`src/rtl/raifes_dm_ctrl.sv`:
```
// Debug-module controller: DMI register file, resume handshake and program-buffer exec sequencer.
// Define RAIFES_DM_AUTOEXEC_EN to implement abstractauto (0x18) with autoexecprogbuf0.
module raifes_dm_ctrl #(
  parameter int unsigned EXEC_CYCLES = 64
) (
  input  logic        clk,
  input  logic        reset,
  input  logic        i_dmi_req_valid,
  output logic        o_dmi_req_ready,
  input  logic [6:0]  i_dmi_addr,
  input  logic [1:0]  i_dmi_op,
  input  logic [31:0] i_dmi_wdata,
  output logic        o_dmi_resp_valid,
  input  logic        i_dmi_resp_ready,
  output logic [31:0] o_dmi_rdata,
  output logic [1:0]  o_dmi_resp_op,
  output logic        o_haltreq,
  output logic        o_ndmreset,
  output logic        o_resume_req,
  output logic        o_postexec_req,
  output logic [31:0] o_progbuf0,
  output logic [31:0] o_progbuf1,
  input  logic        i_halted,
  input  logic        i_resume_ack
);

  localparam logic [6:0] ADDR_DMCONTROL   = 7'h10;
  localparam logic [6:0] ADDR_DMSTATUS    = 7'h11;
  localparam logic [6:0] ADDR_ABSTRACTCS  = 7'h16;
  localparam logic [6:0] ADDR_COMMAND     = 7'h17;
  localparam logic [6:0] ADDR_ABSTRACTAUTO = 7'h18;
  localparam logic [6:0] ADDR_PROGBUF0    = 7'h20;
  localparam logic [6:0] ADDR_PROGBUF1    = 7'h21;

  typedef enum logic {R_IDLE, R_REQ} rstate_t;
  typedef enum logic {E_IDLE, E_BUSY} estate_t;

  logic        r_resp_valid;
  logic [31:0] r_rdata;

  logic        r_dmactive;
  logic        r_haltreq;
  logic        r_ndmreset;
  logic        r_resumeack;
  logic [2:0]  r_cmderr;
  logic [31:0] r_progbuf0;
  logic [31:0] r_progbuf1;
  rstate_t     r_rstate;
  logic        r_resume_req;
  estate_t     r_estate;
  logic [7:0]  r_cnt;
  logic        r_postexec_req;
`ifdef RAIFES_DM_AUTOEXEC_EN
  logic        r_autoexec;
  logic        r_last_vld;
`endif

  logic        w_fire;
  logic        w_wr;
  logic        w_rd;
  logic        w_busy;
  logic        w_dm_clear;
  logic        w_wr_cmd;
  logic        w_auto_trig;
  logic        w_cmd_try;
  logic [7:0]  w_cmd_type;
  logic        w_cmd_transfer;
  logic        w_cmd_postexec;
  logic        w_cmd_launch;
  logic        w_cmd_err_set;
  logic [2:0]  w_cmd_err;
  logic [31:0] w_rdata_mux;

  always_comb begin
    w_fire     = i_dmi_req_valid & ~r_resp_valid;
    w_wr       = w_fire & (i_dmi_op == 2'd2);
    w_rd       = w_fire & (i_dmi_op == 2'd1);
    w_busy     = (r_estate == E_BUSY);
    w_dm_clear = w_wr & (i_dmi_addr == ADDR_DMCONTROL) & ~i_dmi_wdata[0];
    w_wr_cmd   = w_wr & r_dmactive & (i_dmi_addr == ADDR_COMMAND);
`ifdef RAIFES_DM_AUTOEXEC_EN
    w_auto_trig = r_dmactive & r_autoexec & ~w_busy & r_last_vld & (w_wr | w_rd) &
                  (i_dmi_addr == ADDR_PROGBUF0);
`else
    w_auto_trig = 1'b0;
`endif
    w_cmd_try = w_wr_cmd | w_auto_trig;
    // Autoexec replays the only kind of command ever stored: a plain postexec.
    if (w_wr_cmd) begin
      w_cmd_type     = i_dmi_wdata[31:24];
      w_cmd_transfer = i_dmi_wdata[17];
      w_cmd_postexec = i_dmi_wdata[18];
    end else begin
      w_cmd_type     = 8'd0;
      w_cmd_transfer = 1'b0;
      w_cmd_postexec = 1'b1;
    end
  end

  always_comb begin
    w_cmd_launch  = 1'b0;
    w_cmd_err_set = 1'b0;
    w_cmd_err     = 3'd0;
    if (w_cmd_try && (r_cmderr == 3'd0)) begin
      if (w_busy) begin
        w_cmd_err_set = 1'b1;
        w_cmd_err     = 3'd1;
      end else if ((w_cmd_type != 8'd0) || w_cmd_transfer) begin
        w_cmd_err_set = 1'b1;
        w_cmd_err     = 3'd2;
      end else if (w_cmd_postexec && !i_halted) begin
        w_cmd_err_set = 1'b1;
        w_cmd_err     = 3'd4;
      end else if (w_cmd_postexec) begin
        w_cmd_launch = 1'b1;
      end
    end
  end

  always_comb begin
    w_rdata_mux = 32'd0;
    case (i_dmi_addr)
      ADDR_DMCONTROL:  w_rdata_mux = {r_haltreq, 1'b0, 28'd0, r_ndmreset, r_dmactive};
      ADDR_DMSTATUS:   w_rdata_mux = {14'd0, {2{r_resumeack}}, 4'd0, {2{~i_halted}},
                                      {2{i_halted}}, 1'b1, 3'd0, 4'd2};
      ADDR_ABSTRACTCS: w_rdata_mux = {3'd0, 5'd2, 11'd0, w_busy, 1'b0, r_cmderr, 8'd0};
`ifdef RAIFES_DM_AUTOEXEC_EN
      ADDR_ABSTRACTAUTO: w_rdata_mux = {15'd0, r_autoexec, 16'd0};
`endif
      ADDR_PROGBUF0:   w_rdata_mux = r_progbuf0;
      ADDR_PROGBUF1:   w_rdata_mux = r_progbuf1;
      default:         w_rdata_mux = 32'd0;
    endcase
  end

  always_ff @(posedge clk) begin
    if (reset) begin
      r_resp_valid <= 1'b0;
      r_rdata      <= 32'd0;
    end else if (w_fire) begin
      r_resp_valid <= 1'b1;
      r_rdata      <= w_rd ? w_rdata_mux : 32'd0;
    end else if (i_dmi_resp_ready) begin
      r_resp_valid <= 1'b0;
    end
  end

  // Clearing dmactive is a soft reset of everything but the DMI response path.
  always_ff @(posedge clk) begin
    if (reset || w_dm_clear) begin
      r_dmactive     <= 1'b0;
      r_haltreq      <= 1'b0;
      r_ndmreset     <= 1'b0;
      r_resumeack    <= 1'b0;
      r_cmderr       <= 3'd0;
      r_progbuf0     <= 32'd0;
      r_progbuf1     <= 32'd0;
      r_rstate       <= R_IDLE;
      r_resume_req   <= 1'b0;
      r_estate       <= E_IDLE;
      r_cnt          <= 8'd0;
      r_postexec_req <= 1'b0;
`ifdef RAIFES_DM_AUTOEXEC_EN
      r_autoexec     <= 1'b0;
      r_last_vld     <= 1'b0;
`endif
    end else begin
      r_postexec_req <= 1'b0;
      if (!r_dmactive) begin
        if (w_wr && (i_dmi_addr == ADDR_DMCONTROL)) r_dmactive <= i_dmi_wdata[0];
      end else begin
        case (r_rstate)
          R_REQ: begin
            if (!r_resume_req) begin
              if (!i_resume_ack) r_resume_req <= 1'b1;
            end else if (i_resume_ack) begin
              r_resume_req <= 1'b0;
              r_resumeack  <= 1'b1;
              r_rstate     <= R_IDLE;
            end
          end
          default: ;
        endcase

        case (r_estate)
          E_BUSY: begin
            if (r_cnt <= 8'd1) begin
              r_estate <= E_IDLE;
              r_cnt    <= 8'd0;
            end else begin
              r_cnt <= r_cnt - 8'd1;
            end
          end
          default: ;
        endcase

        if (w_cmd_launch) begin
          r_estate       <= E_BUSY;
          r_cnt          <= 8'(EXEC_CYCLES);
          r_postexec_req <= 1'b1;
`ifdef RAIFES_DM_AUTOEXEC_EN
          r_last_vld     <= 1'b1;
`endif
        end
        if (w_cmd_err_set) r_cmderr <= w_cmd_err;

        if (w_wr) begin
          case (i_dmi_addr)
            ADDR_DMCONTROL: begin
              r_haltreq  <= i_dmi_wdata[31];
              r_ndmreset <= i_dmi_wdata[1];
              // haltreq in the same access suppresses resumereq
              if (i_dmi_wdata[30] && !i_dmi_wdata[31]) begin
                if (w_busy) begin
                  r_cmderr <= 3'd1;
                end else if (!i_halted) begin
                  r_cmderr <= 3'd4;
                end else begin
                  r_resumeack  <= 1'b0;
                  r_rstate     <= R_REQ;
                  r_resume_req <= ~i_resume_ack;
                end
              end
            end
            ADDR_ABSTRACTCS: r_cmderr <= r_cmderr & ~i_dmi_wdata[10:8];
`ifdef RAIFES_DM_AUTOEXEC_EN
            ADDR_ABSTRACTAUTO: r_autoexec <= i_dmi_wdata[16];
`endif
            ADDR_PROGBUF0: begin
              if (w_busy) r_cmderr <= 3'd1;
              else        r_progbuf0 <= i_dmi_wdata;
            end
            ADDR_PROGBUF1: begin
              if (w_busy) r_cmderr <= 3'd1;
              else        r_progbuf1 <= i_dmi_wdata;
            end
            default: ;
          endcase
        end
      end
    end
  end

  assign o_dmi_req_ready  = ~r_resp_valid;
  assign o_dmi_resp_valid = r_resp_valid;
  assign o_dmi_rdata      = r_rdata;
  assign o_dmi_resp_op    = 2'b00;
  assign o_haltreq        = r_haltreq;
  assign o_ndmreset       = r_ndmreset;
  assign o_resume_req     = r_resume_req;
  assign o_postexec_req   = r_postexec_req;
  assign o_progbuf0       = r_progbuf0;
  assign o_progbuf1       = r_progbuf1;

endmodule

```
`config.mk`:
```
export PLATFORM = sky130hd
export DESIGN_NAME = raifes_dm_ctrl
export DESIGN_NICKNAME = d
export VERILOG_FILES = /design/src/rtl/raifes_dm_ctrl.sv
export SDC_FILE = /design/constraint.sdc
export NUM_CORES = 1
export LEC_CHECK = 0
export BUFFER_PORTS_ARGS = -buffer_cell sky130_fd_sc_hd__buf_2
export CAP_MARGIN = 20
export CORE_MARGIN = 2
export CORE_UTILIZATION = 47
export DETAILED_ROUTE_END_ITERATION = 8
export PLACE_DENSITY = 0.77
export SLEW_MARGIN = 20
export SYNTH_ARGS = -nofsm -noshare
export SYNTH_HDL_FRONTEND = slang
export SYNTH_SLANG_ARGS = --single-unit
export TNS_END_PERCENT = 5
```
`constraint.sdc`:
```
create_clock -name clk -period 2.75 [get_ports clk]
set_input_delay 0.825 -clock clk [delete_from_list [all_inputs] [get_ports clk]]
set_output_delay 0.825 -clock clk [all_outputs]
set_load 0.01 [all_outputs]
```
Word-level counts from Yosys, hierarchy flattened:

Cells that the tools add are included.

* bits in registers: 116
* latch bits: 0
* RAM bits: 0
* memory bits (read-only): 0
* input port bits: 47
* output and inout bits: 104
* word-level logic and storage cells: 115
* memories: 0

* $add $sub $neg: 1
* multiply operators: 0
* div/mod/pow operators: 0
* magnitude comparators: 1
* equality and inequality tests: 8
* shifts and indexed selects: 0
* muxes and demuxes: 58
* bitwise operators: 15
* reduce and logical (&&, ||, !) cells: 18

Operators by type and width (count)
* $pmux 32 s5: 1
* $mux 1: 41
* $mux 32: 1
* $mux 8: 4
* $mux 3: 10
* $eq 7x5->1 const B: 4
* $eq 7x6->1 const B: 2
* $pmux 3 s3: 1
* $le 8x1->1 const B: 1
* $reduce_and 4->1: 2
* $reduce_bool 8->1: 1
* $sub 8x1->8 const B: 1
* $and 1x1->1: 7
* $not 1->1: 6
* $logic_and 1x1->1: 4
* $reduce_bool 2->1: 2
* $reduce_or 2->1: 2
* $and 3x3->3: 1
* $logic_not 3->1: 1
* $not 3->3: 1
* $reduce_and 3->1: 1
* $eq 2x1->1 const B: 1
* $eq 2x2->1 const B: 1
* $logic_not 1->1: 2
* 2 further kinds: 3

Depth between registers and ports, before layout:

Gate-level depths: netlist of run 1.

* depth in word-level cells: 17
* mapped depth: 8
* mapped depth without buffers: 7

Worst setup path after synthesis of run 1:

No wires, ideal clock.

* path kind: input-to-reg
* start: input port i_dmi_addr[5]
* end: register r_cnt[7]
* library setup time: 0.086 ns
* arrival: 2.576 ns
* required time: 2.664 ns
* path slack: 0.088 ns
* cell stages on the path: 6
* path buffers: 1
* cell sequence: or4b_1 -> buf_2 -> nor4_4 -> a21boi_2 -> or4_1 -> a211oi_1

* cells in the longest elaborated chain, start to end: 10
* elaborated cells between the ends (all ways): 21
* those cells by class: 2 x eq/ne; 9 x mux; 3 x bitwise; 7 x reduce/logical

Ends and longest elaborated chain
* start: declaration: line 10 `input logic [6:0] i_dmi_addr,`
* $eq 7x5->1: line 80 `w_wr_cmd = w_wr & r_dmactive & (i_dmi_addr == ADDR_COMMAND);`
* $and 1x1->1: line 80
* $mux 8 / $mux 1 (equally long branches): line 89 `if (w_wr_cmd) begin`
* $reduce_bool 8->1, or another cell as far along: line 108 `end else if ((w_cmd_type != 8'd0) || w_cmd_transfer) begin`
* $logic_or 1x1->1 / $mux 1 (equally long branches): line 108, 111
* $mux 1: line 108
* $mux 1: line 105 `if (w_busy) begin`
* $mux 1: line 104 `if (w_cmd_try && (r_cmderr == 3'd0)) begin`
* $reduce_bool 2->1 (no line)
* $reduce_and 2->1 (no line)
* end signal: assignment: line 191 `r_cnt <= r_cnt - 8'd1;`
* end signal: assignment: line 199 `r_cnt <= 8'(EXEC_CYCLES);`
* end: declaration: line 51 `logic [7:0] r_cnt;`

Parallel ways exist; a longest one is shown, timed or not.
A chain may end at the register's enable or synchronous reset.

Worst setup path in the final report of run 1:

* start: input port i_dmi_wdata[26]
* end: register r_cnt[7]

* cells in the longest elaborated chain, start to end: 8
* elaborated cells between the ends (all ways): 9
* those cells by class: 5 x mux; 4 x reduce/logical

Ends and longest elaborated chain
* start: declaration: line 12 `input logic [31:0] i_dmi_wdata,`
* $mux 8 *: line 89
* $reduce_bool 8->1 *: line 108
* $logic_or 1x1->1 *: line 108
* $mux 1 *: line 108
* $mux 1 *: line 105
* $mux 1 *: line 104
* $reduce_bool 2->1 (no line)
* $reduce_and 2->1 (no line)

Mark *: on every way between the ends. The rest lies on a longest branch, timed or not.

==> results of run 1 <==
-- worst min path at each step --
stage	cells after the start	startpoint	to	slack, ns
detailed placement	2	o_dmi_rdata[14]	o_dmi_rdata[14]	0.44
global route	2	o_dmi_rdata[31]	o_dmi_rdata[31]	0.48
CTS	2	o_dmi_rdata[14]	o_dmi_rdata[14]	0.45
floorplan	2	r_cnt[6]	r_cnt[6]	0.45
global placement	2	o_dmi_rdata[6]	o_dmi_rdata[6]	0.43
finish	2	o_dmi_rdata[14]	o_dmi_rdata[14]	0.45
-- synth_stat cells, drive strengths merged, types with 2 or more instances --
| cell | count |
|---|---|
| nand2 | 174 |
| dfxtp | 116 |
| a21oi | 93 |
| clkbuf | 43 |
| o21ai | 38 |
| mux2i | 22 |
| nand3 | 19 |
| nor2 | 17 |
| and3 | 10 |
| nor3 | 9 |
| inv | 8 |
| nor4 | 7 |
| or4 | 7 |
| a211oi | 6 |
| a221oi | 5 |
| buf | 5 |
| or3 | 5 |
| nor2b | 4 |
| a22o | 3 |
| a41oi | 3 |
| and2 | 3 |
| nand2b | 3 |
| a2111oi | 2 |
| a21o | 2 |
| a311oi | 2 |
| a31oi | 2 |
| a32oi | 2 |
| ha | 2 |
| nand3b | 2 |
| nand4 | 2 |
| nor4b | 2 |
| o2111ai | 2 |
| o22ai | 2 |
| o31a | 2 |
| o31ai | 2 |
| or4b | 2 |
-- layer usage --
layer | GRT usage [%] | vias up | wire (um)
met4 | 11.2 | 0 | 279
met5 | 0 | - | 0
met2 | 47.2 | 290 | 8100
li1 | - | 2608 | -
met1 | 36.3 | 2623 | 6980
met3 | 7.32 | 22 | 1480
-- worst reg2reg max path, stage by stage, from the launching register on --
cell and delay (ns):
dfxtp_1 0.38, or4b_1 0.60, nor4_4 0.36, a21boi_2 0.15, or4_1 0.48, a211oi_1 0.23
-- through the flow --
stage	instance area [um2]	total power [uW]	instances
2_1_floorplan	5060	1820	644
6_report	6800	4010	966
3_5_place_dp	6230	1940	935
3_3_place_gp	6230	1930	935
4_1_cts	6800	4020	966
5_1_grt	6800	4120	966
-- final cells by class --
class | instances | area [um2] | area share [%]
multi-input combinational | 471 | 2540 | 37.4
sequential | 116 | 2320 | 34.1
timing repair buffer | 203 | 1170 | 17.1
clock buffer | 17 | 414 | 6.09
tap | 136 | 170 | 2.50
clock inverter | 14 | 154 | 2.26
inverter | 9 | 33.8 | 0.497
-- logic make-up after synthesis --
kind of cell | count (synthesis) | synth area share [%]
simple gates | 270 | 24.3
compound gates | 174 | 20.0
flops | 116 | 45.9
buf+inv | 57 | 4.55
mux | 23 | 4.58
fa+ha+maj | 2 | 0.495
other cells | 1 | 0.0742
-- power by group through the flow --
stage	combinational, uW	sequential (uW)	clock (uW)
final	215	1690	2110
after global routing	229	1690	2200
after CTS	211	1690	2120
after detailed placement	209	1730	0
after global placement	205	1730	0
after floorplan	96.5	1730	0
-- placed cells by master, fill, tap and decap left out, types with 4 or more instances in the layout --
cell type / Yosys / layout
clkinv_4: 0 / 4
a211oi_1: 6 / 6
nor2_1: 17 / 17
nor2b_1: 4 / 4
inv_1: 8 / 8
a221oi_1: 5 / 5
o21ai_0: 38 / 37
mux2i_1: 22 / 22
or3_1: 5 / 5
nor4_1: 6 / 4
a21oi_1: 93 / 92
buf_4: 2 / 54
nand3_1: 19 / 19
nand2_1: 174 / 174
or4_1: 7 / 7
buf_2: 1 / 148
and3_1: 10 / 10
nor3_1: 9 / 9
clkbuf_16: 0 / 16
dfxtp_1: 116 / 116
-- registers in the layout (all words and copies together), names as in the netlist --
register          count
o_ndmreset            1
o_progbuf0           32
r_rstate              1
r_dmactive            1
o_postexec_req        1
o_progbuf1           32
o_haltreq             1
o_resume_req          1
o_dmi_resp_valid      1
r_estate              1
r_cmderr              3
r_cnt                 8
r_resumeack           1
o_dmi_rdata          32
==> metrics.txt, run 1 <==
Main synth FF type dfxtp_1; CP Capture Type flip-flop; CP max FO 6; Post-DP HPWL 11900 um; RD Place Congestion 0.932; Buf+Inv Stages, Crit Path 2; clock root buffer clkbuf_8; final hold violations 0; RSZ-0062 raised after global routing no; cts repair resizes 0; drt initial violations 477; Post-synth EDFFs 0; post-synthesis sequential area ratio 45.9%; Final Max Slew Viols 0; vias in the first global route 5180; ys async rst share 0%; Hold Crit Class reg2reg; # rows 37; reg2reg end r_cnt[7]; startpoint types input pin; hold slack 0.450 ns; clock buffer count from CTS 17; CTS sink cnt 116; die width 108 um; n_diodes 0; final setup fails 0; worst setup path class in2reg; CTS clk-pin slew, worst paths 0.06 ns; yosys warns 0; Die ar. 11600 um2; Post-Syn Area 5050 um2; combinational share of power 5.4%; latest clock arrival within the worst-skew pair 0.51 ns; CTS Hold Bufs 0; Total GRT Usage 28.8%; switching share of power 23.7%; initial antenna violation count 0; Core Box Area 10400 um2; Leak Pwr 0.00284 uW; cell count along the critical path 7; first-pass GRT wire length 26400 um; CTS tree built; Seq pwr share 42.1%; CTS max path bufs 2; Final min period 2.40 ns; crit path from i_dmi_wdata[26]; final setup margin 0.350 ns; setup repair bufs after CTS 0; Synth cell types 55; # nets final 867; fmax 417 MHz; CP endpoint r_cnt[7]; Crit path max-delay family simple AND/OR/NAND/NOR gates; Int Pwr 3060 uW; Starting Density 48.7%; CP required 3.18 ns; largest cells by area after synthesis dfxtp_1 46%, nand2_1 13%, a21oi_1 9.2%, mux2i_1 4.4%, o21ai_0 3.8%; final WL 16800 um; Worst Tran Pin Value 0.583 ns; Vias/cell 5.74; Layout Skew 0.00673 ns; Worst slew margin 61.1%; top-area cell type share of the netlist area 45.9%; setup tns final 0 ns; ANT nets after route 0; Remaining DRCs 0; status completed; Most common cell on crit path or4_1; Port Buf Inserts 148; register-to-register setup slack 0.47 ns; Area growth, synth to finish 34.5%; Routed WL per cell 17.4 um; depth of the worst register-to-register path 5; Die Span Y 108 um; Synth area leader dfxtp_1; Detailed Routing Iterations Pass 1 5; fin util 65.6%; CTS H-tree lvls 4; Max VDD drop 0.351 mV; largest net degree at the start of global routing 35; R2R Path Start r_cmderr[0]; share of cells above drive strength 1 29.2%; Max Cap Viol 0; via count 5543; cell area power density 590 nW/um2; CP max-delay cell or4_1; # IOs 151; fillcell total 917; syn avg cell area 7.86 um2; Final period util 87.3%; worst stage delay on the critical path 0.55 ns; GRT overflow 0; net switching power 953 uW; power share of the clock group 52.5%; Cell Chain, Critical Path buf_2, or4_1, nor4_1, buf_4, a21boi_2, or4_1, a211oi_1; Syn Inst Count 643; Synth Register Bits 116; crit path DAT 2.83 ns; dpl ws -0.186 ns
Power figures use the tool's default switching activity.
==> run 2: changes to the inputs <==
--- a/config.mk
+++ b/config.mk
@@ -5,13 +5,14 @@
 export SDC_FILE = /design/constraint.sdc
 export NUM_CORES = 1
 export LEC_CHECK = 0
+export ABC_AREA = 1
 export BUFFER_PORTS_ARGS = -buffer_cell sky130_fd_sc_hd__buf_2
 export CAP_MARGIN = 20
 export CORE_MARGIN = 2
 export CORE_UTILIZATION = 47
 export DETAILED_ROUTE_END_ITERATION = 8
-export PLACE_DENSITY = 0.77
-export SLEW_MARGIN = 20
+export PLACE_DENSITY = 0.76
+export SLEW_MARGIN = 15
 export SYNTH_ARGS = -nofsm -noshare
 export SYNTH_HDL_FRONTEND = slang
 export SYNTH_SLANG_ARGS = --single-unit
==> run 2 against run 1 <==
  * Sequential power hardly changed
  * Die area is 4.3% higher
  * Via count is 3.8% lower
  * Clock-buffer cell count is 3 higher
  * Final cell count is 6.2% higher
  * Clock skew is 0.0051 ns higher
  * Sequential cell count stayed put
  * Wire length is 10% lower
  * Global-route usage is 3.9 points lower
  * Highest routed layer unchanged
==> metrics.txt, run 2 <==
Remaining DRCs 0 (unchanged); via count 5334 (was 5543); Synth area leader dfxtp_1 (unchanged); Synth cell types 33 (was 55); combinational share of power 3.7% (was 5.4%); worst setup path class in2reg (unchanged); Int Pwr 3320 uW (was 3060 uW); latest clock arrival within the worst-skew pair 0.52 ns (was 0.51 ns); Seq pwr share 40.0% (was 42.1%); crit path DAT 2.35 ns (was 2.83 ns); Die ar. 12100 um2 (was 11600 um2); clock root buffer clkbuf_8 (unchanged); yosys warns 0 (unchanged); switching share of power 21.2% (was 23.7%); CTS max path bufs 2 (unchanged); CTS clk-pin slew, worst paths 0.06 ns (about the same); vias in the first global route 4804 (was 5180); first-pass GRT wire length 23100 um (was 26400 um); Port Buf Inserts 148 (unchanged); Die Span Y 110 um (was 108 um); RD Place Congestion 0.894 (was 0.932); GRT overflow 0 (unchanged); Routed WL per cell 14.7 um (was 17.4 um); CP max FO 42 (was 6); Starting Density 48.5% (was 48.7%); # nets final 922 (was 867); clock buffer count from CTS 17 (unchanged); fillcell total 1000 (was 917); fmax 511 MHz (was 417 MHz); setup tns final 0 ns (unchanged); CP Capture Type flip-flop (unchanged); cell with the most instances after synthesis nand2_1 (unchanged); Leak Pwr 0.00288 uW (was 0.00284 uW); # rows 38 (was 37); CTS Hold Bufs 0 (unchanged); CTS sink cnt 116 (unchanged); Main synth FF type dfxtp_1 (unchanged); Max Cap Viol 0 (unchanged); power share of the clock group 56.3% (was 52.5%); largest cells by area after synthesis dfxtp_1 44%, nand2_1 19%, a21oi_1 9.1%, a22o_1 3.3%, inv_1 2.6% (was dfxtp_1 46%, nand2_1 13%, a21oi_1 9.2%, mux2i_1 4.4%, o21ai_0 3.8%); Detailed Routing Iterations Pass 1 5 (unchanged); top cells by count, synth 269 x nand2_1, 116 x dfxtp_1, 96 x a21oi_1, 37 x inv_1, 37 x nor2_1 (was 174 x nand2_1, 116 x dfxtp_1, 93 x a21oi_1, 43 x clkbuf_1, 38 x o21ai_0); ANT nets after route 0 (unchanged); CP required 3.14 ns (was 3.18 ns); Post-synth EDFFs 0 (unchanged); die width 110 um (was 108 um); ys async rst share 0% (unchanged); cell area power density 628 nW/um2 (was 590 nW/um2); RSZ-0062 raised after global routing no (unchanged); Design Power 4210 uW (was 4010 uW); Final min period 1.96 ns (was 2.40 ns); final WL 15100 um (was 16800 um); net switching power 890 uW (was 953 uW); top-area cell type share of the netlist area 44.0% (was 45.9%); n_diodes 0 (unchanged); Post-Syn Area 5280 um2 (was 5050 um2); syn avg cell area 7.18 um2 (was 7.86 um2); Total GRT Usage 24.9% (was 28.8%); drt initial violations 453 (was 477); Hold Crit Class reg2reg (unchanged); most common cell after layout, fill and taps aside nand2_1 (unchanged); Area growth, synth to finish 26.9% (was 34.5%); Post-DP Area 6060 um2 (was 6230 um2); CTS tree built (unchanged); hold slack 0.460 ns (was 0.450 ns); Final Max Slew Viols 0 (unchanged); commonest cells after routing, fill and taps aside 269 x nand2_1, 148 x buf_2, 116 x dfxtp_1, 96 x a21oi_1, 37 x inv_1 (was 174 x nand2_1, 148 x buf_2, 116 x dfxtp_1, 92 x a21oi_1, 54 x buf_4); final hold violations 0 (unchanged); largest net degree at the start of global routing 43 (was 35); Vias/cell 5.20 (was 5.74); Worst slew margin 59.8% (was 61.1%); Max VDD drop 0.289 mV (was 0.351 mV); setup repair bufs after CTS 0 (unchanged); cts repair resizes 0 (unchanged); # IOs 151 (unchanged); final instance area 6700 um2 (was 6800 um2); initial antenna violation count 0 (unchanged); startpoint types input pin (unchanged); final setup fails 0 (unchanged); Final period util 71.2% (was 87.3%); share of cells above drive strength 1 26.5% (was 29.2%); Core Box Area 10900 um2 (was 10400 um2); Synth Register Bits 116 (unchanged); post-synthesis sequential area ratio 44.0% (was 45.9%); Layout Skew 0.0118 ns (was 0.00673 ns); Syn Inst Count 735 (was 643); Post-DP HPWL 10100 um (was 11900 um); Worst Tran Pin Value 0.602 ns (was 0.583 ns); CTS H-tree lvls 4 (unchanged); status completed (unchanged)
## run 2: path summary, 6_finish.rpt
path | from | endpoint | slack (ns) | depth (start not counted)
worst min register to register | o_dmi_rdata[5] | o_dmi_rdata[5] | 0.46 | 2
worst max register to register | r_dmactive | o_progbuf1[31] | 0.82 | 7
worst min-delay path | o_dmi_rdata[5] | o_dmi_rdata[5] | 0.46 | 2
worst max-delay path | i_dmi_op[0] | o_progbuf0[15] | 0.79 | 9
## run 2: worst max-delay path: stages
cell and delay [ns]:
buf_2 0.11, nor2_1 0.27, nand2_1 0.11, inv_2 0.15, nand2_1 0.08, or2_1 0.24
nand2_4 0.20, buf_12 0.27, a21oi_1 0.09
## run 2: layout make-up
class | count | area (um2) | share of cell area [%]
clock inverter | 12 | 201 | 3.01
clock buffer | 20 | 435 | 6.50
sequential | 116 | 2320 | 34.7
inverter | 48 | 181 | 2.71
timing repair buffer | 159 | 848 | 12.7
multi-input combinational | 531 | 2540 | 37.9
tap | 140 | 175 | 2.61
## run 2: cell families (layout without fill, tap and decap cells)
logic type / after synthesis / after routing / synth area share, %
DFF: 116 / 116 / 44.0
buffers and inverters: 89 / 239 / 8.08
other: 1 / 2 / 0.0710
adders and majority gates: 2 / 2 / 0.474
xor gates and xnor gates: 1 / 1 / 0.166
AOI/OAI and AO/OA: 150 / 150 / 16.8
and+or+nand+nor: 376 / 376 / 30.4
## run 2: power groups by stage
stage	sequential (uW)	clock (uW)	combinational [uW]
floorplan	1720	0	80.0
global placement	1720	0	154
detailed placement	1720	0	154
CTS	1680	2390	154
global route	1680	2460	170
finish	1680	2370	156
## run 2: routing by layer
metal  share of wire [%]  vias to the layer above  GRT usage, %
met5                   0                        -             0
met4                 1.8                        0          9.86
met3                 7.7                       27          5.17
met2                  46                      233          39.1
met1                  45                     2410          33.4
li1                    -                     2664             -
## run 2: per-stage QoR
step | std cells | setup WS, ns | util, %
2_1_floorplan | 736 | 0.735 | -
3_3_place_gp | 994 | 0.366 | 55.7
3_5_place_dp | 994 | 0.334 | 55.7
4_1_cts | 1026 | 0.843 | 61.5
5_1_grt | 1026 | 0.585 | 61.5
6_report | 1026 | 0.793 | 61.5
